$ cat src/rtl/pipelined_csum_pkg.sv
// Shared constants and elaboration-time helpers for the pipelined
// conditional-sum adder: operation encodings, tree depth, and the
// offset/width of any node in the recursive split tree.
package pipelined_csum_pkg;

  localparam logic OP_ADD = 1'b0;
  localparam logic OP_SUB = 1'b1;

  // Bit range covered by one node of the split tree.
  typedef struct packed {
    int off;
    int w;
  } csum_node_t;

  // Number of halvings until every chunk is at most k bits wide.
  // The widest chunk at each depth is always the LO half.
  function automatic int csum_depth(input int n, input int k);
    int w;
    int d;
    w = n;
    d = 0;
    while (w > k) begin
      w = w - (w / 2);
      d = d + 1;
    end
    return d;
  endfunction

  // Offset/width of node idx at tree level lvl. Bit (lvl-1-s) of idx
  // chooses the HI half (1) or the LO half (0) at split s; LO sits at
  // the lower bit positions and takes the extra bit of an odd width.
  function automatic csum_node_t csum_node(input int n, input int lvl, input int idx);
    csum_node_t r;
    int hi;
    r.off = 0;
    r.w   = n;
    for (int s = lvl - 1; s >= 0; s--) begin
      hi = r.w / 2;
      if (((idx >> s) & 1) != 0) begin
        r.off = r.off + (r.w - hi);
        r.w   = hi;
      end else begin
        r.w   = r.w - hi;
      end
    end
    return r;
  endfunction

endpackage

$ cat src/rtl/pipelined_conditional_sum_adder_leaf.sv
// Leaf of the conditional-sum tree: adds one chunk under both carry-in
// hypotheses so that the merge levels only ever select, never add.
module csum_leaf #(
  parameter int W = 8
) (
  input  logic [W-1:0] i_a,
  input  logic [W-1:0] i_b,
  output logic [W-1:0] o_y0,
  output logic         o_c0,
  output logic [W-1:0] o_y1,
  output logic         o_c1
);

  assign {o_c0, o_y0} = {1'b0, i_a} + {1'b0, i_b};
  assign {o_c1, o_y1} = {1'b0, i_a} + {1'b0, i_b} + {{W{1'b0}}, 1'b1};

endmodule

$ cat src/rtl/pipelined_conditional_sum_adder.sv
// Pipelined conditional-sum adder/subtractor with a valid/ready stream.
// Level D of the tree is the leaves (registered in stage 0); each
// register stage after that merges one level. Level 0 is the whole word,
// and the output register picks its carry-in 0 or carry-in 1 result
// using the effective carry that travelled alongside the operation.
module pipelined_conditional_sum_adder
  import pipelined_csum_pkg::*;
#(
  parameter int N     = 64,
  parameter int K     = 8,
  parameter int TAG_W = 4
) (
  input  logic             clk,
  input  logic             rst_n,
  input  logic             in_valid,
  output logic             in_ready,
  input  logic [N-1:0]     a,
  input  logic [N-1:0]     b,
  input  logic             cin,
  input  logic             op,
  input  logic [TAG_W-1:0] in_tag,
  output logic             out_valid,
  input  logic             out_ready,
  output logic [N-1:0]     y,
  output logic             cout,
  output logic             ovf,
  output logic [TAG_W-1:0] out_tag
);

  localparam int D  = csum_depth(N, K);
  localparam int DS = (D > 0) ? D : 1;
  localparam int NL = 1 << D;

  logic                 w_adv;
  logic [N-1:0]         w_b_eff;
  logic                 w_c_eff;

  // Per tree level: node sums for both hypotheses (flat, one bit range per
  // node), node carries (one bit per node) and the sideband entering the
  // register that holds that level.
  logic [N-1:0]         w_y0   [0:D];
  logic [N-1:0]         w_y1   [0:D];
  logic [NL-1:0]        w_c0   [0:D];
  logic [NL-1:0]        w_c1   [0:D];
  logic                 w_ceff [0:D];
  logic [TAG_W-1:0]     w_tag  [0:D];
  logic                 w_as   [0:D];
  logic                 w_bs   [0:D];
  logic                 w_vld  [0:D];

  logic [N-1:0]         w_ly0, w_ly1;
  logic [NL-1:0]        w_lc0, w_lc1;

  // Registered tree levels 1..D (level D = stage 0, level 1 = stage D-1).
  logic [N-1:0]         r_y0   [1:DS];
  logic [N-1:0]         r_y1   [1:DS];
  logic [NL-1:0]        r_c0   [1:DS];
  logic [NL-1:0]        r_c1   [1:DS];
  logic                 r_ceff [1:DS];
  logic [TAG_W-1:0]     r_tag  [1:DS];
  logic                 r_as   [1:DS];
  logic                 r_bs   [1:DS];
  logic                 r_vld  [1:DS];

  logic                 r_out_vld;
  logic [N-1:0]         r_y;
  logic                 r_cout;
  logic                 r_ovf;
  logic [TAG_W-1:0]     r_tag_out;
  logic [N-1:0]         w_ysel;
  logic                 w_csel;

  // Whole pipeline moves in lockstep; bubbles are kept, not squeezed out.
  assign w_adv    = !r_out_vld || out_ready;
  assign in_ready = w_adv;

  assign w_b_eff  = (op == OP_SUB) ? ~b : b;
  assign w_c_eff  = (op == OP_SUB) ? ~cin : cin;

  // ---- leaf level (combinational, captured by stage 0) ----
  for (genvar j = 0; j < NL; j++) begin : g_leaf
    localparam csum_node_t P = csum_node(N, D, j);
    if (P.w > 0) begin : g_real
      csum_leaf #(.W(P.w)) u_leaf (
        .i_a  (a[P.off +: P.w]),
        .i_b  (w_b_eff[P.off +: P.w]),
        .o_y0 (w_ly0[P.off +: P.w]),
        .o_c0 (w_lc0[j]),
        .o_y1 (w_ly1[P.off +: P.w]),
        .o_c1 (w_lc1[j])
      );
    end else begin : g_empty
      // An empty chunk simply passes its carry-in through.
      assign w_lc0[j] = 1'b0;
      assign w_lc1[j] = 1'b1;
    end
  end

  assign w_y0[D]   = w_ly0;
  assign w_y1[D]   = w_ly1;
  assign w_c0[D]   = w_lc0;
  assign w_c1[D]   = w_lc1;
  assign w_ceff[D] = w_c_eff;
  assign w_tag[D]  = in_tag;
  assign w_as[D]   = a[N-1];
  assign w_bs[D]   = w_b_eff[N-1];
  assign w_vld[D]  = in_valid;

  // ---- merge levels: level l is built from the registered level l+1 ----
  for (genvar l = 0; l < D; l++) begin : g_lvl
    logic [N-1:0]  w_my0, w_my1;
    logic [NL-1:0] w_mc0, w_mc1;

    for (genvar j = 0; j < NL; j++) begin : g_node
      if (j < (1 << l)) begin : g_used
        localparam csum_node_t P  = csum_node(N, l, j);
        localparam csum_node_t H  = csum_node(N, l + 1, 2 * j + 1);
        localparam int         LW = P.w - H.w;
        logic w_lo0, w_lo1, w_hi0, w_hi1;

        assign w_lo0 = r_c0[l+1][2*j];
        assign w_lo1 = r_c1[l+1][2*j];
        assign w_hi0 = r_c0[l+1][2*j+1];
        assign w_hi1 = r_c1[l+1][2*j+1];

        // Under each hypothesis the LO carry-out picks the HI result.
        assign w_mc0[j] = w_lo0 ? w_hi1 : w_hi0;
        assign w_mc1[j] = w_lo1 ? w_hi1 : w_hi0;

        for (genvar i = 0; i < P.w; i++) begin : g_bit
          if (i < LW) begin : g_lo
            assign w_my0[P.off+i] = r_y0[l+1][P.off+i];
            assign w_my1[P.off+i] = r_y1[l+1][P.off+i];
          end else begin : g_hi
            assign w_my0[P.off+i] = w_lo0 ? r_y1[l+1][P.off+i] : r_y0[l+1][P.off+i];
            assign w_my1[P.off+i] = w_lo1 ? r_y1[l+1][P.off+i] : r_y0[l+1][P.off+i];
          end
        end
      end else begin : g_unused
        assign w_mc0[j] = 1'b0;
        assign w_mc1[j] = 1'b0;
      end
    end

    assign w_y0[l]   = w_my0;
    assign w_y1[l]   = w_my1;
    assign w_c0[l]   = w_mc0;
    assign w_c1[l]   = w_mc1;
    assign w_ceff[l] = r_ceff[l+1];
    assign w_tag[l]  = r_tag[l+1];
    assign w_as[l]   = r_as[l+1];
    assign w_bs[l]   = r_bs[l+1];
    assign w_vld[l]  = r_vld[l+1];
  end

  // ---- stages 0..D-1: tree levels D..1 ----
  if (D > 0) begin : g_pipe
    // Data registers carry no reset; their valid bit says whether they matter.
    always_ff @(posedge clk) begin
      if (w_adv) begin
        for (int l = 1; l <= D; l++) begin
          r_y0[l]   <= w_y0[l];
          r_y1[l]   <= w_y1[l];
          r_c0[l]   <= w_c0[l];
          r_c1[l]   <= w_c1[l];
          r_ceff[l] <= w_ceff[l];
          r_tag[l]  <= w_tag[l];
          r_as[l]   <= w_as[l];
          r_bs[l]   <= w_bs[l];
        end
      end
    end

    // Valid bits shift with the data and are flushed by reset.
    always_ff @(posedge clk or negedge rst_n) begin
      if (!rst_n) begin
        for (int l = 1; l <= D; l++) r_vld[l] <= 1'b0;
      end else if (w_adv) begin
        for (int l = 1; l <= D; l++) r_vld[l] <= w_vld[l];
      end
    end
  end

  // ---- stage D: final carry select and output register ----
  assign w_ysel = w_ceff[0] ? w_y1[0] : w_y0[0];
  assign w_csel = w_ceff[0] ? w_c1[0][0] : w_c0[0][0];

  // Output register holds while stalled; reset clears it completely.
  always_ff @(posedge clk or negedge rst_n) begin
    if (!rst_n) begin
      r_out_vld <= 1'b0;
      r_y       <= '0;
      r_cout    <= 1'b0;
      r_ovf     <= 1'b0;
      r_tag_out <= '0;
    end else if (w_adv) begin
      r_out_vld <= w_vld[0];
      r_y       <= w_ysel;
      r_cout    <= w_csel;
      r_ovf     <= (w_as[0] == w_bs[0]) && (w_ysel[N-1] != w_as[0]);
      r_tag_out <= w_tag[0];
    end
  end

  assign out_valid = r_out_vld;
  assign y         = r_y;
  assign cout      = r_cout;
  assign ovf       = r_ovf;
  assign out_tag   = r_tag_out;

endmodule
$ cat config.mk
export PLATFORM = sky130hd
export DESIGN_NAME = pipelined_conditional_sum_adder
export DESIGN_NICKNAME = d
export VERILOG_FILES = /design/src/rtl/pipelined_csum_pkg.sv /design/src/rtl/pipelined_conditional_sum_adder_leaf.sv /design/src/rtl/pipelined_conditional_sum_adder.sv
export SDC_FILE = /design/constraint.sdc
export NUM_CORES = 1
export LEC_CHECK = 0
export ABC_CLOCK_PERIOD_IN_PS = 19800
export BUFFER_PORTS_ARGS = -buffer_cell sky130_fd_sc_hd__buf_4
export CAP_MARGIN = 20
export CORE_UTILIZATION = 40
export CTS_BUF_LIST = sky130_fd_sc_hd__clkbuf_4
export CTS_CLUSTER_SIZE = 14
export DETAILED_ROUTE_END_ITERATION = 8
export PLACE_DENSITY_LB_ADDON = 0.05
export SLEW_MARGIN = 20
export SYNTH_ARGS = -nofsm -noshare
export SYNTH_HDL_FRONTEND = slang
export SYNTH_SLANG_ARGS = --single-unit
$ cat constraint.sdc
create_clock -name clk -period 19.8 [get_ports clk]
set_clock_uncertainty 0.1 [all_clocks]
set_input_delay 1.98 -clock clk [delete_from_list [all_inputs] [get_ports clk]]
set_output_delay 1.98 -clock clk [all_outputs]
set_load 0.01 [all_outputs]
Yosys cells after proc, flatten, opt, wreduce, memory -nomap -nowiden --
Memory sizes are Yosys's and may differ from the RTL's. A register that Yosys moved wholly into a read port is not among the register bits. Cells that the tools add are included.
Cells by class: $add $sub $neg 16, bitwise operators 2, equal/unequal tests 2, reductions and logical operators 4, multiplexer cells 212
Operator list (count):
- $mux W1 | 210
- $mux W64 | 2
- $add A8 B8 Y9 | 8
- $add A9 B1 Y9 const B | 8
- $not A64 Y64 | 1
- $logic_not A1 Y1 | 2
- $eq A1 B1 Y1 | 1
- $logic_and A1 B1 Y1 | 1
- $logic_or A1 B1 Y1 | 1
- $ne A1 B1 Y1 | 1
- $not A1 Y1 | 1
Storage, ports and cells: input bits 138, logic and storage cells 251, register bits after elaboration 70, output and inout port bits 72, memory bits (writable) 453, memories kept 8
Memory list:
- r_y0 | words 3, bits a word 64, read ports 3, clocked after memory_dff 0, wr ports 3, RTL line pipelined_conditional_sum_adder.sv:55 | logic [N-1:0] r_y0 [1:DS];
- r_y1 | words 3, bits a word 64, read ports 3, clocked after memory_dff 0, wr ports 3, RTL line pipelined_conditional_sum_adder.sv:56 | logic [N-1:0] r_y1 [1:DS];
- r_c0 | words 3, bits a word 8, read ports 3, clocked after memory_dff 0, wr ports 3, RTL line pipelined_conditional_sum_adder.sv:57 | logic [NL-1:0] r_c0 [1:DS];
- r_c1 | words 3, bits a word 8, read ports 3, clocked after memory_dff 0, wr ports 3, RTL line pipelined_conditional_sum_adder.sv:58 | logic [NL-1:0] r_c1 [1:DS];
- r_tag | words 3, bits a word 4, read ports 3, clocked after memory_dff 1, wr ports 3, RTL line pipelined_conditional_sum_adder.sv:60 | logic [TAG_W-1:0] r_tag [1:DS];
- r_as | words 3, bits a word 1, read ports 3, clocked after memory_dff 0, wr ports 3, RTL line pipelined_conditional_sum_adder.sv:61 | logic r_as [1:DS];
- +2 memories

Logic depth before layout (Yosys ltp) --
Gate-level depths: netlist of the first run. An unclocked memory read counts as a cell.
depth in word-level cells 5, mapped depth 12, mapped depth without buffers 10

Cells and area by module --
From an unflattened synthesis of the first run, not the netlist that was laid out.
Unflattened totals: cell total of the unflattened synthesis 1436, area total of the unflattened synthesis 22167.5 um^2
Modules (own cells, without submodules):
- pipelined_conditional_sum_adder | seq. area each 14854.2 um^2, area each 18545.3 um^2, cells each 982, times used 1
- csum_leaf (g_leaf[0].g_real.u_leaf ...) | seq. area each 0.0 um^2, area each 441.7 um^2, cells each 56, times used 5
- csum_leaf (g_leaf[6].g_real.u_leaf ...) | seq. area each 0.0 um^2, area each 462.9 um^2, cells each 57, times used 2
- csum_leaf (g_leaf[5].g_real.u_leaf) | seq. area each 0.0 um^2, area each 488.0 um^2, cells each 60, times used 1

Worst setup path before layout of the first run --
No wires, ideal clock.
path kind input to output, from input out_ready, to output in_ready, data required time 17.720 ns, slack 3.482 ns, data arrival time 14.238 ns, cell stages on the path 4, path buffers 2, cells stage by stage nor2b_1 clkbuf_1 inv_1 clkbuf_1
On the way: word-level cells in the longest chain between the ends 1
RTL lines:
- start, declared | RTL line pipelined_conditional_sum_adder.sv:23 | input logic out_ready,
- $logic_or A1 B1 Y1 | RTL line pipelined_conditional_sum_adder.sv:74 | assign w_adv = !r_out_vld || out_ready;
- end, declared | RTL line pipelined_conditional_sum_adder.sv:16 | output logic in_ready,
Every way passes these cells.

Worst setup path after layout of the first run --
Same ends and word-level chain as after synthesis.

==> results.env, run 1 <==
GRT_USAGE=0.152
WORST_PIN_SLEW_NS=1.11
POSTSYNTHAREAPERCELL_UM2=15.4
REGTOREGSTARTPOINT='out_valid'
FIRST_GLOBAL_VIAS=12700
CORE.ROWCOUNT=85
WORST_PATH_DOMINANT_CELL_FAMILY='buffers and inverters'
IO_PINS=210
ROUTE.ANTENNA.REMAINING_NETS=0
WORST_HOLD_PATH.NUM_CELLS=0
PATH_CLK_SLEW_NS=0.06
YS_SEQ_AREA_FRAC=0.670
SYNTH.FF_LATCH_COUNT=507
TIMING_WORST_SETUP_PATH_TYPE='in2out'
VDD_IR_DROP_MAX_V=0.0000849
REG2REG_TO='r_y1[0][240]'
IO_BUFFER_COUNT=209
MAX_STAGE_DELAY_ON_CRIT_PATH_NS=0.43
FLOORPLAN.INITIALDENSITY=0.409
TOTAL_GRT_OVERFLOW=0
DESIGN.FINAL.NETS=1979
HOLDCRITSTARTPOINT='r_y0[0][129]'
CTS_SETUP_BUFFERS=0
SETUP-TNS-FINAL_NS=0
FP.DIEAREA_UM2=56400
P_PER_AREA_nW_PER_UM2=149
CTS_SINKS=507
FINAL_MIN_PERIOD_OVER_CLOCK_PERIOD=0.255
SETUP.WORST_PATH.START_CLASS='input pin'
DIE_HEIGHT_UM=237
SYNTH_ENABLE_FLOP_CELLS=433
TRITONCTS='built'
WORSTPATHMAXFANOUT=115
DETAILED_PLACE_HPWL_UM=26400
WORST_PATH_CELL_TRACE='buf_4 -> nor2b_4 -> inv_8 -> buf_4'
MAXIMUM_NUMBER_OF_PINS_ON_ONE_NET_BEFORE_GLOBAL_ROUTE_REPAIR=167
SLEW_VIOLATIONS=0
SYNTHARSTFLOPSHARE=0.146
HTREE_LEVELS=4
FILLER_CELL_COUNT=4830
STATUS='completed'
VIA_COUNT=12200
LAYOUT_COMMON_CELLS='edfxtp_1 (433), buf_4 (217), clkbuf_4 (213)'
CTS_MADE_BUFFERS=136
AREA_GROWTH_PCT=19.0
DETAILEDROUTE.FIRSTITERATIONVIOLATIONS=552
CPMAXSTAGEDELAYCELL='inv_8'
DETAILEDROUTE.FIRSTPASSITERATIONCOUNT=4
CLOCK_INSERTION_DELAY_WORST_SKEW_NS=0.94
POST-ROUTE-MIN-PERIOD_NS=5.05
GRT_PASS1_WL_UM=65900
HOLD_VIOL_FINAL=0
CRITICAL_PATH_ARRIVAL_NS=2.97
YOSYS_WARNINGS=0
POST_SYN_INSTANCES=1442
MAX_CLOCK_FREQ_GHz=0.198
LAYOUT.CELLS.MOST_COMMON='edfxtp_1'
DRT-VIAS-PER-INSTANCE=4.77
MIN-DELAY-PATH-CLASS='reg2reg'
TIMING.REG2REG.SETUP_SLACK_NS=16.36
SLEW_HEADROOM=0.258
DIE_W_UM=237
SETUP_REPAIR_AFTER_GLOBAL_ROUTING_MISSED_ITS_MARGIN='no'
HOLDBUFCOUNTCTS=0
CLOCK-ROOT-BUFFER='clkbuf_4'
CRITICAL_PATH.N_BUFFERS_INVERTERS=3
POST_CTS_RESIZE_COUNT=0
NUMBER_OF_ANTENNA_VIOLATIONS_AT_THE_FIRST_CHECK_IN_GLOBAL_ROUTING=4
POST_ROUTE_CELLS_DRIVE_ABOVE_1_SHARE=0.326
CRITICAL-PATH-TOP-CELL-BY-COUNT='buf_4'
SYN-CELL-AREA_UM2=22200
TOTALWIRELENGTH_UM=41400
WORSTHOLDENDPOINT='r_y0[0][65]'
FLOORPLAN.CORE_AREA_UM2=54200
FINAL_CORE_UTIL=0.486
CLK_PATH_BUF_DEPTH=3
SYNTH.NET_COUNT=1669
DRV.MAX_CAP_VIOLATION_COUNT=0
SYNTHDISTINCTLIBCELLS=61
SETUP-VIOLATIONS-FINAL=0
DETAIL_ROUTE.WL_PER_CELL_UM=16.1
GPL.FINAL_WEIGHTED_CONGESTION=0.799
DOMINANTREGCELLSYNTH='edfxtp_1'
WORSTREGTOREGCELLS=4
POWER_LEAKAGE_nW=10.7
CP-END-KIND='output pin'
REMAINING_DRC_ERRORS=0
WORSTPATHREQUIRED_NS=17.72
## metrics by stage
stage	total power [mW]	hold slack [ns]	area, µm²	setup slack, ns	instances
floorplan	2.75	0.300	22200	3.48	1442
global placement	2.99	0.300	24500	14.28	2310
detailed placement	3.02	0.305	24500	14.21	2310
CTS	4.01	0.302	26400	14.71	2560
global route	4.19	0.298	26400	14.66	2565
finish	3.93	0.304	26400	14.75	2565
## report_power, final
group / internal [mW] / switching (mW)
Clock: 0.529 / 0.423
Combinational: 0.459 / 0.471
Sequential: 1.82 / 0.226
## state kept, by name (all words and copies together), names as in the netlist
register and cells:
out_tag 4, ovf 1, r_tag 12, r_bs 3
r_y1 192, y 64, out_valid 1, r_c1 14
r_vld 3, cout 1, r_y0 192, r_as 3
r_c0 14, r_ceff 3
## how the worst max path moves through the flow
stage | cells after the start | from | endpoint
3_3_place_gp | 11 | op | r_c1[0][25]
5_1_grt | 4 | out_ready | in_ready
2_1_floorplan | 4 | out_ready | in_ready
3_5_place_dp | 11 | op | r_c1[0][25]
4_1_cts | 4 | out_ready | in_ready
6_report | 4 | out_ready | in_ready
## Yosys cell counts, types with 4 or more instances
library cell	count	area (µm²)
inv_1	48	180
nor2_1	21	78.8
clkbuf_1	35	131
nor4_1	4	25.0
nand3_1	18	90.1
buf_1	5	18.8
a21o_1	6	45.0
o31a_1	6	52.6
nand2b_1	10	62.6
buf_2	6	30.0
xnor2_1	49	429
o21ai_0	77	385
nand4_1	8	50.1
or3_1	6	37.5
nor2b_1	4	25.0
xor2_1	109	955
fa_1	8	160
nand2_1	108	405
mux2_2	140	1580
and3_1	11	68.8
and4_1	6	52.6
edfxtp_1	433	13000
o211ai_1	6	45.0
mux2i_1	65	651
nor3_1	11	55.1
a21oi_1	20	100
a211oi_1	7	52.6
nand3b_1	5	37.5
dfrtp_1	74	1850
o21a_1	9	67.6
ha_1	81	1010
## routing by layer
layer | wire [µm] | track usage
met5 | 13 | 0
met4 | 685 | 0.0667
met3 | 1990 | 0.0498
met2 | 20100 | 0.246
met1 | 18600 | 0.187
## worst register-to-register path: stages, from the launching register on
cell     delay, ns
dfrtp_1       0.38
nor2b_4       0.15
inv_8         0.43
buf_4         0.98
buf_4         0.92
## layout make-up
class | count | area [µm²] | area share
Sequential cell | 507 | 14900 | 0.563
Multi-Input combinational cell | 841 | 6970 | 0.264
Timing Repair Buffer | 218 | 1650 | 0.0625
Clock buffer | 213 | 1600 | 0.0606
Tap cell | 696 | 871 | 0.0330
Clock inverter | 37 | 236 | 0.00897
Inverter | 48 | 188 | 0.00712
Antenna cell | 5 | 12.5 | 0.000474
## cells by family after synthesis
family / Yosys count / share of synthesized area
AOI/OAI and AO/OA: 156 / 0.0432
xor gates and xnor gates: 161 / 0.0651
adders and majority gates: 89 / 0.0529
buffers and inverters: 94 / 0.0163
DFF: 507 / 0.670
muxes: 206 / 0.101
and+or+nand+nor: 229 / 0.0513
Power figures use the tool's default switching activity.
==> run 2: changes to the inputs <==
--- a/config.mk
+++ b/config.mk
@@ -5,7 +5,7 @@
 export SDC_FILE = /design/constraint.sdc
 export NUM_CORES = 1
 export LEC_CHECK = 0
-export ABC_CLOCK_PERIOD_IN_PS = 19800
+export ABC_CLOCK_PERIOD_IN_PS = 4800
 export BUFFER_PORTS_ARGS = -buffer_cell sky130_fd_sc_hd__buf_4
 export CAP_MARGIN = 20
 export CORE_UTILIZATION = 40
==> constraint.sdc (replaced) <==
create_clock -name clk -period 4.8 [get_ports clk]
set_clock_uncertainty 0.1 [all_clocks]
set_input_delay 0.48 -clock clk [delete_from_list [all_inputs] [get_ports clk]]
set_output_delay 0.48 -clock clk [all_outputs]
set_load 0.01 [all_outputs]
==> run 2 against run 1 <==
  * Global-route usage rose by 0.12 points
  * Die area did not move
  * Clock-buffer cell count fell by 1
  * Sequential power rose to 4.1 times the previous value
  * Critical path type is now reg2out
  * Critical endpoint unchanged
  * Largest cell class unchanged
==> results.env, run 2 (synthesis gave the netlist of run 1 again) <==
STATUS='completed'
CTS_MADE_BUFFERS=137
DIE_W_UM=237
GRT_USAGE=0.154
TOTAL_GRT_OVERFLOW=0
CRITICAL_PATH_ARRIVAL_NS=2.83
DETAILED_PLACE_HPWL_UM=26700
CLK_PATH_BUF_DEPTH=3
WORSTPATHMAXFANOUT=145
SETUP-VIOLATIONS-FINAL=0
MIN_HOLD_SLACK_NS=0.138
DIE_HEIGHT_UM=237
POWER_LEAKAGE_nW=11.1
MIN-DELAY-PATH-CLASS='in2reg'
FP.DIEAREA_UM2=56400
TIMING_WORST_SETUP_PATH_TYPE='reg2out'
FIRST_GLOBAL_VIAS=13000
DETAIL_ROUTE.WL_PER_CELL_UM=15.6
P_PER_AREA_nW_PER_UM2=589
FLOORPLAN.INITIALDENSITY=0.409
CTS_SINKS=507
TOTALWIRELENGTH_UM=41800
IO_BUFFER_COUNT=209
DESIGN.FINAL.NETS=2087
SLEW_VIOLATIONS=0
TRITONCTS='built'
SETUP-TNS-FINAL_NS=0
ROUTE.ANTENNA.REMAINING_NETS=0
GPL.FINAL_WEIGHTED_CONGESTION=0.800
SETUP_REPAIR_AFTER_GLOBAL_ROUTING_MISSED_ITS_MARGIN='no'
FLOORPLAN.CORE_AREA_UM2=54200
VIA_COUNT=12500
CTS_SETUP_BUFFERS=0
GRT_PASS1_WL_UM=66500
SLEW_HEADROOM=0.279
CP-END-KIND='output pin'
CLOCK-ROOT-BUFFER='clkbuf_4'
DRT-VIAS-PER-INSTANCE=4.70
DRV.MAX_CAP_VIOLATION_COUNT=0
WORSTPATHREQUIRED_NS=4.22
HTREE_LEVELS=4
MAXIMUM_NUMBER_OF_PINS_ON_ONE_NET_BEFORE_GLOBAL_ROUTE_REPAIR=146
WORST_PIN_SLEW_NS=1.08
AREA_GROWTH_PCT=23.6
CORE.ROWCOUNT=85
REMAINING_DRC_ERRORS=0
CLOCK_INSERTION_DELAY_WORST_SKEW_NS=0.93
NUMBER_OF_ANTENNA_VIOLATIONS_AT_THE_FIRST_CHECK_IN_GLOBAL_ROUTING=6
HOLD_VIOL_FINAL=0
DETAILEDROUTE.FIRSTPASSITERATIONCOUNT=4
LAYOUT.CELLS.MOST_COMMON='edfxtp_1'
IO_PINS=210
LAYOUT_COMMON_CELLS='edfxtp_1 (433), buf_4 (222), clkbuf_4 (212)'
POST-ROUTE-MIN-PERIOD_NS=3.41
PATH_CLK_SLEW_NS=0.06
FINAL_MIN_PERIOD_OVER_CLOCK_PERIOD=0.711
SETUP.WORST_PATH.START_CLASS='register'
VDD_IR_DROP_MAX_V=0.000271
POST_ROUTE_CELLS_DRIVE_ABOVE_1_SHARE=0.312
MAX_CLOCK_FREQ_GHz=0.293
DETAILEDROUTE.FIRSTITERATIONVIOLATIONS=502
==> run 2: through the flow <==
step	worst slack (ns)	utilization	power (mW)	area, µm²	instances
finish	1.39	0.505	16.1	27400	2670
global route	1.09	0.505	17.3	27400	2670
global placement	1.26	0.454	12.3	24600	2317
floorplan	0.243	-	11.0	22200	1442
detailed placement	1.14	0.454	12.5	24600	2317
CTS	1.24	0.505	16.5	27400	2658
==> run 2: final timing paths <==
kind                                end  cells after the start         start  slack [ns]
hold reg to reg             r_y0[0][96]                      0  r_y0[0][160]        0.30
min in group asynchronous         y[45]                      3         rst_n        0.40
max in group asynchronous         y[14]                      4         rst_n        3.54
hold / removal             r_y1[0][241]                      4         b[48]        0.14
setup reg to reg           r_y1[0][137]                      4     out_valid        2.18
setup / recovery               in_ready                      4     out_valid        1.39
==> run 2: what timing repair did <==
action,CTS,global route
resized for setup,0,0
hold buffers,100,0
hold endpoints to repair,181,0
==> run 2: area by class of cell <==
type                    count  area, µm²
fillers                  4730      26800
well taps                 696        871
multi-input cells         841       6970
clock inverters            29        148
flip-flops and latches    507      14900
clock buffers             212       1590
repair buffers            325       2750
diodes                     12       30.0
inverters                  48        188
==> run 2: worst max-delay path, cell delays in order, from the launching register on <==
cell and delay [ns]:
dfrtp_1 0.38, nor2b_4 0.12, buf_4 0.25, inv_8 0.67, buf_4 0.26
==> run 2: report_power, final <==
group          switching [mW]  leakage, nW  total, mW  internal (mW)
Combinational            1.96         4.77       3.97           2.01
Clock                    1.70         1.06       3.76           2.06
Sequential              0.922         5.29       8.42           7.49
==> run 2: layer usage <==
layer / vias to the layer above / GRT usage / wire length [µm]
met4: 0 / 0.0737 / 924
met2: 249 / 0.251 / 20400
met1: 5935 / 0.186 / 18500
met3: 69 / 0.0462 / 1900
met5: - / 0 / 0
li1: 6288 / - / -
==> run 3: changes to the inputs <==
--- a/config.mk
+++ b/config.mk
@@ -5,7 +5,7 @@
 export SDC_FILE = /design/constraint.sdc
 export NUM_CORES = 1
 export LEC_CHECK = 0
-export ABC_CLOCK_PERIOD_IN_PS = 4800
+export ABC_CLOCK_PERIOD_IN_PS = 3200
 export BUFFER_PORTS_ARGS = -buffer_cell sky130_fd_sc_hd__buf_4
 export CAP_MARGIN = 20
 export CORE_UTILIZATION = 40
==> constraint.sdc (replaced) <==
create_clock -name clk -period 3.2 [get_ports clk]
set_clock_uncertainty 0.1 [all_clocks]
set_input_delay 0.32 -clock clk [delete_from_list [all_inputs] [get_ports clk]]
set_output_delay 0.32 -clock clk [all_outputs]
set_load 0.01 [all_outputs]
==> run 3 against run 2 <==
  * Die area unchanged
  * Largest power group unchanged
  * Critical path type is now in2reg
  * Routed wire length grew 1.4%
  * Hold slack better by 0.041 ns
  * Clock-buffer cell count rose by 4
  * Highest routed layer is now met5
  * Sequential share of layout area decreased by 1.8 points
  * Final cell count rose by 3.2%
==> results.env, run 3 (synthesis gave the netlist of run 1 again) <==
STATUS='completed'
FILLER_CELL_COUNT=4709
FP.DIEAREA_UM2=56400
TOTALWIRELENGTH_UM=42300
PLACED_CELLS_INCL_TAPS=2349
VDD_IR_DROP_MAX_V=0.000719
TIMING_WORST_SETUP_PATH_TYPE='in2reg'
CLOCK_INSERTION_DELAY_WORST_SKEW_NS=0.88
CLK_PATH_BUF_DEPTH=3
REMAINING_DRC_ERRORS=0
DETAIL_ROUTE.WL_PER_CELL_UM=15.4
CTS_SINKS=507
SETUP-VIOLATIONS-FINAL=0
DIE_HEIGHT_UM=237
TRITONCTS='built'
CLOCK-ROOT-BUFFER='clkbuf_4'
WORSTPATHREQUIRED_NS=3.73
CORE.ROWCOUNT=85
DIE_W_UM=237
HTREE_LEVELS=4
MAX_CLOCK_FREQ_GHz=0.315
MAXIMUM_NUMBER_OF_PINS_ON_ONE_NET_BEFORE_GLOBAL_ROUTE_REPAIR=136
LAYOUT_COMMON_CELLS='edfxtp_1 (433), buf_4 (248), clkbuf_4 (216)'
MIN-DELAY-PATH-CLASS='in2reg'
DETAILED_PLACE_HPWL_UM=26900
DETAILEDROUTE.FIRSTPASSITERATIONCOUNT=5
WORST_PIN_SLEW_NS=0.995
FLOORPLAN.CORE_AREA_UM2=54200
FINAL_MIN_PERIOD_OVER_CLOCK_PERIOD=0.991
DETAILEDROUTE.FIRSTITERATIONVIOLATIONS=445
POST_ROUTE_CELLS_DRIVE_ABOVE_1_SHARE=0.313
SETUP-TNS-FINAL_NS=0
WORSTPATHMAXFANOUT=2
CP-END-KIND='register'
DRT-VIAS-PER-INSTANCE=4.70
SLEW_VIOLATIONS=0
SLEW_HEADROOM=0.337
IO_BUFFER_COUNT=209
LAYOUT.CELLS.MOST_COMMON='edfxtp_1'
POWER_LEAKAGE_nW=11.6
CTS_MADE_BUFFERS=139
IO_PINS=210
CTS_SETUP_BUFFERS=0
PATH_CLK_SLEW_NS=0.07
P_PER_AREA_nW_PER_UM2=875
DESIGN.FINAL.NETS=2183
GRT_PASS1_WL_UM=68500
ROUTE.ANTENNA.REMAINING_NETS=0
NUMBER_OF_ANTENNA_VIOLATIONS_AT_THE_FIRST_CHECK_IN_GLOBAL_ROUTING=3
HOLD_VIOL_FINAL=0
DRV.MAX_CAP_VIOLATION_COUNT=0
CRITICAL_PATH_ARRIVAL_NS=3.70
GPL.FINAL_WEIGHTED_CONGESTION=0.809
VIA_COUNT=12900
SETUP.WORST_PATH.START_CLASS='input pin'
FIRST_GLOBAL_VIAS=13800
AREA_GROWTH_PCT=27.9
FLOORPLAN.INITIALDENSITY=0.409
TOTAL_GRT_OVERFLOW=0
POST-ROUTE-MIN-PERIOD_NS=3.17
LAYOUT.CELLS.NON_FILLER=2756
GRT_USAGE=0.157
SETUP_REPAIR_AFTER_GLOBAL_ROUTING_MISSED_ITS_MARGIN='no'
[run 3: cell count changes in the layout (fill, tap and decap cells not counted), moves of 4 or more]
cell           previous run  this run
buf_4                   222       248
buf_12                    3         9
clkinv_2                  7         2
dlygate4sd3_1            99       162
diode_2                  12         1
clkbuf_4                212       216
[run 3: power breakdown]
group | internal (mW) | leakage [nW] | switching, mW
Sequential | 11.2 | 5.29 | 1.39
Clock | 3.29 | 1.09 | 2.54
Combinational | 3.32 | 5.19 | 3.02
[run 3: layout make-up]
class | count | area, µm² | share of cell area
inverter | 48 | 188 | 0.00662
multi-input combinational | 841 | 6970 | 0.246
sequential | 507 | 14900 | 0.524
clock buffer | 216 | 1620 | 0.0572
clock inverter | 28 | 186 | 0.00657
tap | 696 | 871 | 0.0307
antenna | 1 | 2.50 | 0.0000883
timing repair buffer | 419 | 3660 | 0.129
[run 3: final timing paths]
kind | startpoint | to | cells past startpoint | slack, ns
setup / recovery | a[32] | r_c1[0][28] | 13 | 0.03
hold / removal | b[33] | r_y0[0][226] | 6 | 0.18
setup reg to reg | out_valid | r_vld[0] | 6 | 0.97
hold reg to reg | r_y1[0][160] | r_y1[0][96] | 0 | 0.30
max in group asynchronous | rst_n | y[7] | 4 | 2.08
min in group asynchronous | rst_n | out_tag[2] | 4 | 0.52
[run 3: metal layers]
layer  GRT usage  vias to the layer above  part of all wire
met1       0.188                     6127              0.43
met3      0.0490                       70             0.054
li1            -                     6464                 -
met2       0.260                      280              0.49
met4      0.0669                        4             0.019
met5           0                        -           0.00047
[run 3: worst max-delay path, stage by stage]
cell and delay [ns]:
dlygate4sd3_1 0.57, buf_4 0.14, ha_1 0.19, inv_1 0.07, fa_1 0.39, dlygate4sd3_1 0.58
inv_1 0.08, ha_1 0.18, and2_1 0.16, nand4_1 0.13, nand3b_1 0.18, dlygate4sd3_1 0.58
xnor2_1 0.12
[run 3: metrics by stage]
step           setup WS, ns  instance area [µm²]  power, mW  utilization  hold WS, ns
5_1_grt             0.00816                28400       26.5        0.523       0.0714
2_1_floorplan        0.0244                22200       16.3            -      -0.0756
3_5_place_dp         0.0940                24900       18.9        0.459        0.303
6_report             0.0288                28400       24.8        0.523        0.179
4_1_cts               0.181                28400       25.3        0.523       0.0114
3_3_place_gp          0.153                24900       18.7        0.459        0.300
[run 3: what timing repair did]
| item | CTS | global route |
|---|---|---|
| resized for setup | 0 | 0 |
| hold buffers | 162 | 0 |
| setup endpoints to repair | 0 | 0 |
| hold endpoints to repair | 301 | 0 |
